[src/rtl/seq_multiplier_pkg.sv]
// Shared definitions for the sequential shift-add multiplier.
// Holds the FSM state encoding, the accepted opcode values and the
// iteration-counter width helper used by seq_multiplier.
package seq_multiplier_pkg;

  typedef enum logic [1:0] {
    ST_IDLE = 2'd0,
    ST_RUN  = 2'd1,
    ST_DONE = 2'd2
  } state_t;

  localparam logic [5:0] SIG_MULT  = 6'd24;  // signed multiply
  localparam logic [5:0] SIG_MULTU = 6'd25;  // unsigned multiply

  // Counter width for the default operand width; instances with another
  // WIDTH derive theirs through cnt_w_of() so the counter always fits WIDTH.
  localparam int WIDTH_DEFAULT = 32;
  localparam int CNT_W         = $clog2(WIDTH_DEFAULT + 1);

  function automatic int cnt_w_of(input int width);
    return $clog2(width + 1);
  endfunction

endpackage

[src/rtl/mult_shift_add_dp.sv]
// Shift-add datapath: accumulator, left-shifting multiplicand, right-shifting multiplier.
// Latency: one iteration per i_step cycle; o_acc_nxt is the combinational result of the current step.
// Backpressure: none; the controller alone decides when to load and step.
// Ports: i_clk/i_rst clock and async reset, i_load latches operands and clears the
// accumulator, i_step performs one iteration, i_mcand/i_mplier operand magnitudes,
// o_acc_nxt accumulator value after the current step, o_mplier_nxt_zero multiplier
// becomes zero after the current step.
module mult_shift_add_dp
  import seq_multiplier_pkg::*;
#(
  parameter int WIDTH = 32
) (
  input  logic                 i_clk,
  input  logic                 i_rst,
  input  logic                 i_load,
  input  logic                 i_step,
  input  logic [WIDTH-1:0]     i_mcand,
  input  logic [WIDTH-1:0]     i_mplier,
  output logic [2*WIDTH-1:0]   o_acc_nxt,
  output logic                 o_mplier_nxt_zero
);

  logic [2*WIDTH-1:0] r_acc;
  logic [2*WIDTH-1:0] r_mcand;
  logic [WIDTH-1:0]   r_mplier;

  // Addition wraps modulo 2^(2*WIDTH); magnitudes never exceed that range.
  assign o_acc_nxt         = r_mplier[0] ? (r_acc + r_mcand) : r_acc;
  assign o_mplier_nxt_zero = (r_mplier[WIDTH-1:1] == '0);

  always_ff @(posedge i_clk or posedge i_rst) begin
    if (i_rst) begin
      r_acc    <= '0;
      r_mcand  <= '0;
      r_mplier <= '0;
    end else if (i_load) begin
      r_acc    <= '0;
      r_mcand  <= {{WIDTH{1'b0}}, i_mcand};
      r_mplier <= i_mplier;
    end else if (i_step) begin
      r_acc    <= o_acc_nxt;
      r_mcand  <= r_mcand << 1;
      r_mplier <= r_mplier >> 1;
    end
  end

endmodule

[src/rtl/seq_multiplier.sv]
// Sequential signed/unsigned multiplier: IDLE -> RUN (one bit per cycle) -> DONE.
// Latency: done in the (WIDTH+1)th cycle after the accepting edge (fewer with EARLY_EXIT).
// Backpressure: start is only honoured in IDLE; requests while busy or in DONE are dropped.
// Ports: clk, reset (async, active high), start/Signal/dataA/dataB request sampled in IDLE,
// busy high during iteration, done one-cycle pulse with dataOut valid, dataOut product
// held until the next done, err one-cycle pulse for an unrecognised Signal.
module seq_multiplier #(
  parameter int WIDTH      = 32,
  parameter int EARLY_EXIT = 0
) (
  input  logic                 clk,
  input  logic                 reset,
  input  logic                 start,
  input  logic [5:0]           Signal,
  input  logic [WIDTH-1:0]     dataA,
  input  logic [WIDTH-1:0]     dataB,
  output logic                 busy,
  output logic                 done,
  output logic [2*WIDTH-1:0]   dataOut,
  output logic                 err
);
  import seq_multiplier_pkg::*;

  localparam int CW = cnt_w_of(WIDTH);

  state_t             r_state;
  state_t             w_state_nxt;
  logic [CW-1:0]      r_cnt;
  logic               r_neg;
  logic               r_err;
  logic [2*WIDTH-1:0] r_data_out;

  logic               w_sig_ok;
  logic               w_is_signed;
  logic               w_load;
  logic               w_step;
  logic               w_finish;
  logic               w_err_set;
  logic               w_last;
  logic               w_mplier_nxt_zero;
  logic [WIDTH-1:0]   w_mag_a;
  logic [WIDTH-1:0]   w_mag_b;
  logic [2*WIDTH-1:0] w_acc_nxt;

  assign w_sig_ok    = (Signal == SIG_MULT) || (Signal == SIG_MULTU);
  assign w_is_signed = (Signal == SIG_MULT);

  // Magnitudes fit WIDTH unsigned bits, including -2^(WIDTH-1) -> 2^(WIDTH-1).
  assign w_mag_a = (w_is_signed && dataA[WIDTH-1]) ? -dataA : dataA;
  assign w_mag_b = (w_is_signed && dataB[WIDTH-1]) ? -dataB : dataB;

  // The counter still holds the pre-increment value during the final iteration.
  assign w_last = (r_cnt == CW'(WIDTH - 1)) ||
                  ((EARLY_EXIT != 0) && w_mplier_nxt_zero);

  mult_shift_add_dp #(
    .WIDTH(WIDTH)
  ) u_dp (
    .i_clk             (clk),
    .i_rst             (reset),
    .i_load            (w_load),
    .i_step            (w_step),
    .i_mcand           (w_mag_a),
    .i_mplier          (w_mag_b),
    .o_acc_nxt         (w_acc_nxt),
    .o_mplier_nxt_zero (w_mplier_nxt_zero)
  );

  always_ff @(posedge clk or posedge reset) begin
    if (reset) begin
      r_state <= ST_IDLE;
    end else begin
      r_state <= w_state_nxt;
    end
  end

  always_comb begin
    w_state_nxt = r_state;
    w_load      = 1'b0;
    w_step      = 1'b0;
    w_finish    = 1'b0;
    w_err_set   = 1'b0;
    case (r_state)
      ST_IDLE: begin
        if (start) begin
          if (w_sig_ok) begin
            w_load      = 1'b1;
            w_state_nxt = ST_RUN;
          end else begin
            w_err_set   = 1'b1;
          end
        end
      end
      ST_RUN: begin
        w_step = 1'b1;
        if (w_last) begin
          w_finish    = 1'b1;
          w_state_nxt = ST_DONE;
        end
      end
      ST_DONE: begin
        w_state_nxt = ST_IDLE;
      end
      default: begin
        w_state_nxt = ST_IDLE;
      end
    endcase
  end

  always_ff @(posedge clk or posedge reset) begin
    if (reset) begin
      r_cnt      <= '0;
      r_neg      <= 1'b0;
      r_err      <= 1'b0;
      r_data_out <= '0;
    end else begin
      r_err <= w_err_set;
      if (w_load) begin
        r_cnt <= '0;
        r_neg <= w_is_signed && (dataA[WIDTH-1] ^ dataB[WIDTH-1]);
      end else if (w_step) begin
        r_cnt <= r_cnt + CW'(1);
      end
      // Capture the final accumulator on the same edge that enters DONE.
      if (w_finish) begin
        r_data_out <= r_neg ? -w_acc_nxt : w_acc_nxt;
      end
    end
  end

  assign busy    = (r_state == ST_RUN);
  assign done    = (r_state == ST_DONE);
  assign dataOut = r_data_out;
  assign err     = r_err;

endmodule

[config.mk]
export PLATFORM = sky130hd
export DESIGN_NAME = seq_multiplier
export DESIGN_NICKNAME = d
export VERILOG_FILES = /design/src/rtl/seq_multiplier_pkg.sv /design/src/rtl/mult_shift_add_dp.sv /design/src/rtl/seq_multiplier.sv
export SDC_FILE = /design/constraint.sdc
export NUM_CORES = 1
export LEC_CHECK = 0
export ABC_CLOCK_PERIOD_IN_PS = 17300
export CAP_MARGIN = 20
export CELL_PAD_IN_SITES_DETAIL_PLACEMENT = 1
export CELL_PAD_IN_SITES_GLOBAL_PLACEMENT = 2
export CORE_ASPECT_RATIO = 2
export CORE_MARGIN = 10
export CORE_UTILIZATION = 39
export DETAILED_ROUTE_END_ITERATION = 7
export PLACE_DENSITY = 0.95
export SETUP_SLACK_MARGIN = 0.15
export SLEW_MARGIN = 30
export SYNTH_ARGS = -nofsm -noshare
export SYNTH_HDL_FRONTEND = slang
export SYNTH_HIERARCHICAL = 1
export SYNTH_SLANG_ARGS = --single-unit
[constraint.sdc]
create_clock -name clk -period 17.3 [get_ports clk]
set_input_delay 3.46 -clock clk [delete_from_list [all_inputs] [get_ports clk]]
set_output_delay 3.46 -clock clk [all_outputs]
set_load 0.005 [all_outputs]
==> results of run 1 <==
[area by class of cell]
| type | count | share of cell area [%] |
|---|---|---|
| multi-input combinational | 1572 | 53.2 |
| sequential | 234 | 30.0 |
| timing repair buffer | 161 | 8.12 |
| tap | 545 | 3.49 |
| clock buffer | 30 | 3.46 |
| clock inverter | 14 | 0.981 |
| inverter | 36 | 0.776 |
[worst min-delay path: cells and delay by family (launching register included)]
kind / cells / cell delay, ns
AO/OA/AOI/OAI: 1 / 0.06
flip-flops: 1 / 0.34
AND/OR/NAND/NOR: 1 / 0.05
[state kept, by name, summed over array words and instances (netlist names)]
register	flops
r_neg	1
dataOut	64
err	1
r_state	2
u_dp/r_mcand	64
r_cnt	6
u_dp/r_mplier	32
u_dp/r_acc	64
[layout by cell type, fill, tap and decap left out, types with 29 or more instances in the layout]
cell type	n
a21oi_1	120
clkdlybuf4s50_1	139
dfrtp_1	232
ha_1	67
inv_1	31
mux2_2	46
mux2i_1	118
nand2_1	275
nand3_1	36
nand4_1	29
nor2_1	144
o21ai_0	160
o21ai_1	56
xnor2_1	77
xor2_1	103
[metal layers]
| layer | vias to the layer above | global-route usage [%] |
|---|---|---|
| li1 | 7127 | - |
| met1 | 7402 | 20.7 |
| met2 | 339 | 39.1 |
| met3 | 121 | 2.94 |
| met4 | 0 | 9.40 |
| met5 | - | 0 |
[power by group through the flow]
| stage | registers [W] | clock network, W | logic [W] |
|---|---|---|---|
| final | 0.000724 | 0.000582 | 0.00122 |
| after detailed placement | 0.000733 | 0 | 0.00120 |
| after CTS | 0.000724 | 0.000598 | 0.00121 |
| after floorplan | 0.000694 | 0 | 0.000877 |
| after global placement | 0.000727 | 0 | 0.00116 |
| after global routing | 0.000735 | 0.000618 | 0.00133 |
[worst paths after layout]
kind,start,end,cells after the start
max in group asynchronous,reset,dataOut[21]$_DFFE_PP0P_,3
max,dataB[0],u_dp/r_mplier[28]$_DFFE_PP0P_,11
min,dataOut[16]$_DFFE_PP0P_,dataOut[16]$_DFFE_PP0P_,2
max reg2reg,u_dp/r_mcand[0]$_DFFE_PP0P_,dataOut[63]$_DFFE_PP0P_,19
min reg2reg,dataOut[16]$_DFFE_PP0P_,dataOut[16]$_DFFE_PP0P_,2
min in group asynchronous,reset,u_dp/r_acc[51]$_DFFE_PP0P_,2
[through the flow]
| stage | total power (W) | cells | util, % | hold WS (ns) | setup slack, ns |
|---|---|---|---|---|---|
| finish | 0.00252 | 2592 | 45.8 | 0.480 | 11.21 |
| global route | 0.00269 | 2592 | 45.8 | 0.502 | 11.00 |
| CTS | 0.00253 | 2591 | 45.8 | 0.486 | 11.24 |
| detailed placement | 0.00193 | 2547 | 43.7 | 0.472 | 10.68 |
| global placement | 0.00189 | 2547 | 43.7 | 0.466 | 10.79 |
| floorplan | 0.00157 | 1962 | - | 0.450 | 9.52 |
==> flow_metrics.py, run 1 <==
metrics = {
    "status": {
        "run_status": "completed",
    },
    "route": {
        "dr_wl_met2_mm": 29.6,
        "wl_met1_mm": 20.9,
        "first_iter_violations": 614,
        "wl_met3_mm": 2.12,
        "avgRoutedWirePerCell_um": 21.3,
        "drtPass1Iterations": 4,
        "viasPerCell": 5.78,
        "vias": 14989,
        "routed.top_layer": "met4",
        "ant_nets": 0,
        "routed_wl_mm": 55.2,
        "route.detailed.drc": 0,
    },
    "floorplanning": {
        "start_util_pct": 39.5,
        "die_h_um": 314,
        "io_pins": 140,
        "dieArea_um2": 52300,
        "coreArea_um2": 42600,
        "std_cell_rows": 107,
        "die_w_um": 167,
    },
    "clocking": {
        "htree_levels": 1,
        "cts_root_buffer": "clkbuf_16",
        "clk_pin_slew_ns": 0.06,
        "cts_tree": "done",
        "postCtsSetupRepairBufs": 0,
        "clock-sinks": 234,
        "cts_made_buffers": 25,
        "ctsResizeCount": 0,
        "clk_latency_ns": 0.56,
        "clk_path_buf_depth": 3,
        "postCtsHoldBufs": 0,
    },
    "global_route": {
        "track_usage_pct": 20.3,
        "grt_pass1_vias": 16361,
        "antenna_found_initial": 0,
        "grt_max_degree": 118,
        "grt_pass1_wl_mm": 88.0,
        "overflow": 0,
    },
    "setup_path": {
        "slowest_delay_ns": 0.47,
        "cp.buffers_inverters": 2,
        "crit_type": "in2reg",
        "worst_ep_required_time_ns": 17.68,
        "worstPathArrival_ns": 6.47,
        "r2r_slack_ns": 11.43,
        "end_kind": "register",
        "critPathTopFamily": "simple AND/OR/NAND/NOR gates",
        "crit_chain": "clkdlybuf4s50_1 > inv_1 > ha_1 > or3b_1 > or3_1 > nand2b_1 > or3_1 > o41ai_1 > xnor2_1 > nand2_1 > o21ai_0",
        "worstPathMaxFanout": 6,
        "cpMaxStageDelayCell": "clkdlybuf4s50_1",
        "critPathLaunchType": "input port",
        "critPathMostFrequentCell": "or3_1",
    },
    "run": {
        "max_cap_viol_count": 0,
    },
    "synth": {
        "synth_cells": 1962,
        "synth_fp_nets": 2103,
        "synth_area_um2": 16800,
        "yosys_warnings": 6,
        "avgSynthCellArea_um2": 8.57,
    },
    "pwr": {
        "swShare_pct": 43.3,
        "p_clk_share_pct": 23.1,
        "p_leak_nw": 8.11,
        "pwr-share-comb_pct": 48.2,
        "power_density_nw_per_um2": 129,
        "vdd_drop_max_uv": 74.0,
        "seqPwrFrac_pct": 28.7,
        "p_switching_w": 0.00109,
        "p_int_w": 0.00143,
    },
    "layout": {
        "regArea_um2": 5860,
        "drive_gt1_share_pct": 7.72,
        "syn_to_final_growth_pct": 16.0,
        "fin_nets": 2171,
        "multi_input_comb_area_um2": 10400,
        "nFillCells": 5082,
        "num_antenna_cells": 0,
        "stdcell_area_um2": 19500,
    },
    "timing": {
        "fmax_ghz": 0.164,
        "worst_slew_pin_slew_ns": 0.955,
        "setup_violations": 0,
        "rsz0062_at_grt": "no",
        "relSlewSlack_pct": 36.3,
        "min_period_ns": 6.09,
        "slew_viol_final": 0,
        "timing.final.crit_share_pct": 35.2,
        "finalHoldViolCount": 0,
        "tns_ns": 0,
        "clock_skew_ns": 0.0213,
    },
    "placement": {
        "port_buffers": 139,
        "gp_congestion": 0.940,
        "placed_area_um2": 18600,
        "dp_hpwl_mm": 42.7,
    },
    "worst_hold_path": {
        "min_path_type": "reg2reg",
    },
}
(Power assumes the default switching activity.)
==> run 2, diff against run 1 <==
ABC_CLOCK_PERIOD_IN_PS = 5200   (was 17300)
CORE_UTILIZATION = 33   (was 39)
PLACE_DENSITY = 0.89   (was 0.95)
clock period = 5.2 ns   (was 17.3 ns; I/O delays follow)
==> run 2 against run 1 <==
Against the previous run:
- critical path depth increased by 9
- clock power grew to 3.3 times the previous value
- sequential cell count unchanged
- wire length is 13% higher
- sequential power increased to 3.3 times the previous value
- count of clock-buffer cells in the layout rose by 2
- register-to-register slack worse by 11 ns
- utilization is 3.7 points lower
- die area grew 16%
- global-route usage is 1.1 points lower
- largest cell class unchanged
==> flow_metrics.py, run 2 (synthesis gave the netlist of run 1 again) <==
metrics = {
    "status": {
        "run_status": "completed",
    },
    "route": {
        "routed.top_layer": "met5",
        "ant_nets": 0,
        "wl_met1_mm": 22.4,
        "wl_met3_mm": 2.07,
        "routed_wl_mm": 62.3,
        "dr_wl_met2_mm": 34.6,
        "viasPerCell": 5.50,
        "route.detailed.drc": 0,
        "avgRoutedWirePerCell_um": 21.8,
        "drtPass1Iterations": 4,
        "first_iter_violations": 519,
        "vias": 15698,
    },
    "timing": {
        "tns_ns": 0,
        "clock_skew_ns": 0.0302,
        "fmax_ghz": 0.198,
        "hold_slack_ns": 0.486,
        "min_period_ns": 5.06,
        "slew_viol_final": 0,
        "timing.final.crit_share_pct": 97.4,
        "rsz0062_at_grt": "yes",
        "worst_slew_pin_slew_ns": 1.07,
        "relSlewSlack_pct": 27.8,
        "finalHoldViolCount": 0,
        "setup_violations": 0,
    },
    "placement": {
        "placed_area_um2": 19800,
        "dp_hpwl_mm": 48.1,
        "gp_congestion": 0.899,
        "placedCellCount": 2790,
        "port_buffers": 139,
    },
    "layout": {
        "syn_to_final_growth_pct": 26.8,
        "fin_nets": 2323,
        "final_util_pct": 42.1,
        "final_common_cell": "nand2_1",
        "drive_gt1_share_pct": 16.7,
        "layout_common_cells": "nand2_1 (273), dfrtp_1 (232), buf_4 (165)",
        "num_antenna_cells": 0,
        "instances_no_fill": 2854,
        "stdcell_area_um2": 21300,
    },
    "pwr": {
        "vdd_drop_max_uv": 230,
        "p_leak_nw": 8.99,
        "power_density_nw_per_um2": 429,
    },
    "floorplanning": {
        "coreArea_um2": 50700,
        "die_h_um": 339,
        "dieArea_um2": 60900,
        "std_cell_rows": 117,
        "die_w_um": 180,
        "io_pins": 140,
        "start_util_pct": 33.2,
    },
    "setup_path": {
        "crit_chain": "ha_2 > inv_2 > fa_2 > and2b_2 > o2111ai_4 > a2111oi_4 > nor2_2 > a21oi_4 > a21oi_4 > o41a_1 > buf_6 > o31a_1 > xnor2_1 > mux2_4 > or4_4 > nor4_4 > nand2b_1 > o31ai_4 > xor2_1 > o21ai_1",
        "cpMaxStageDelayCell": "or4_4",
        "r2r_slack_ns": 0.14,
        "worstPathMaxFanout": 3,
        "crit_type": "reg2reg",
        "critPathLaunchType": "register",
        "slowest_delay_ns": 0.55,
        "worst_ep_required_time_ns": 5.63,
        "timing.rr.start": "u_dp/r_mcand[0]$_DFFE_PP0P_",
        "worstSetupStartpoint": "u_dp/r_mcand[0]$_DFFE_PP0P_",
        "end_kind": "register",
        "critPathMostFrequentCell": "a21oi_4",
        "worstPathArrival_ns": 5.49,
        "critPathTopFamily": "compound AO/OA/AOI/OAI gates",
        "cp.buffers_inverters": 2,
    },
    "global_route": {
        "grt_pass1_vias": 16925,
        "grt_max_degree": 153,
        "overflow": 0,
        "antenna_found_initial": 1,
        "grt_pass1_wl_mm": 94.8,
        "track_usage_pct": 19.2,
    },
    "worst_hold_path": {
        "min_path_type": "reg2reg",
        "hold_start": "dataOut[56]$_DFFE_PP0P_",
    },
    "clocking": {
        "clk_latency_ns": 0.57,
        "clk_pin_slew_ns": 0.07,
        "htree_levels": 1,
        "cts_tree": "done",
        "cts_root_buffer": "clkbuf_16",
        "clk_path_buf_depth": 3,
        "cts_made_buffers": 24,
        "clock-sinks": 234,
    },
    "run": {
        "max_cap_viol_count": 0,
    },
}
run 2: what timing repair did:
item / in CTS / in global routing
pin swaps: 11 / 38
cloned: 0 / 1
endpoints found under the setup margin: 44 / 42
buffers inserted: 6 / 13
resized for setup: 43 / 55
hold buffers: 0 / 0
run 2: area by class of cell:
type / count / area, um2
clock buffers: 32 / 711
inverters: 36 / 150
clock inverters: 12 / 156
repair buffers: 313 / 2780
multi-input cells: 1573 / 10900
flip-flops and latches: 234 / 5860
fillers: 6038 / 29300
well taps: 654 / 818
run 2: per-layer routing:
layer / up-vias / GRT usage [%]
li1: 7433 / -
met1: 7817 / 18.3
met2: 306 / 38.3
met3: 140 / 2.54
met4: 2 / 9.93
met5: - / 0
run 2: worst min-delay path: stages, from the launching register on:
cell and delay, ns:
dfrtp_1 0.34, nand2_1 0.05, o21ai_1 0.06
run 2: final timing paths:
kind / endpoint / depth (start not counted)
min in group asynchronous: dataOut[63]$_DFFE_PP0P_ / 2
max in group asynchronous: dataOut[24]$_DFFE_PP0P_ / 3
min reg2reg: dataOut[56]$_DFFE_PP0P_ / 2
max: dataOut[63]$_DFFE_PP0P_ / 20
min: dataOut[56]$_DFFE_PP0P_ / 2
max reg2reg: dataOut[63]$_DFFE_PP0P_ / 20
run 2: power breakdown:
part	switching, W	internal [W]	total (W)	leakage, nW
sequential	0.000291	0.00211	0.00240	2.83
combinational	0.00281	0.00202	0.00483	5.73
clock	0.000800	0.00111	0.00191	0.431
total	0.00390	0.00525	0.00914	8.99
run 2: through the flow:
| step | worst slack (ns) | power, W |
|---|---|---|
| 2_1_floorplan | 0.204 | 0.00523 |
| 3_3_place_gp | -0.527 | 0.00682 |
| 3_5_place_dp | -0.592 | 0.00696 |
| 4_1_cts | 0.127 | 0.00902 |
| 5_1_grt | -0.0637 | 0.00971 |
| 6_report | 0.137 | 0.00914 |
==> run 3, diff against run 2 <==
SKIP_LAST_GASP = 1   (was unset)
==> results of run 3 <==
Final layout, timing and power as in run 2 (identical DEF).
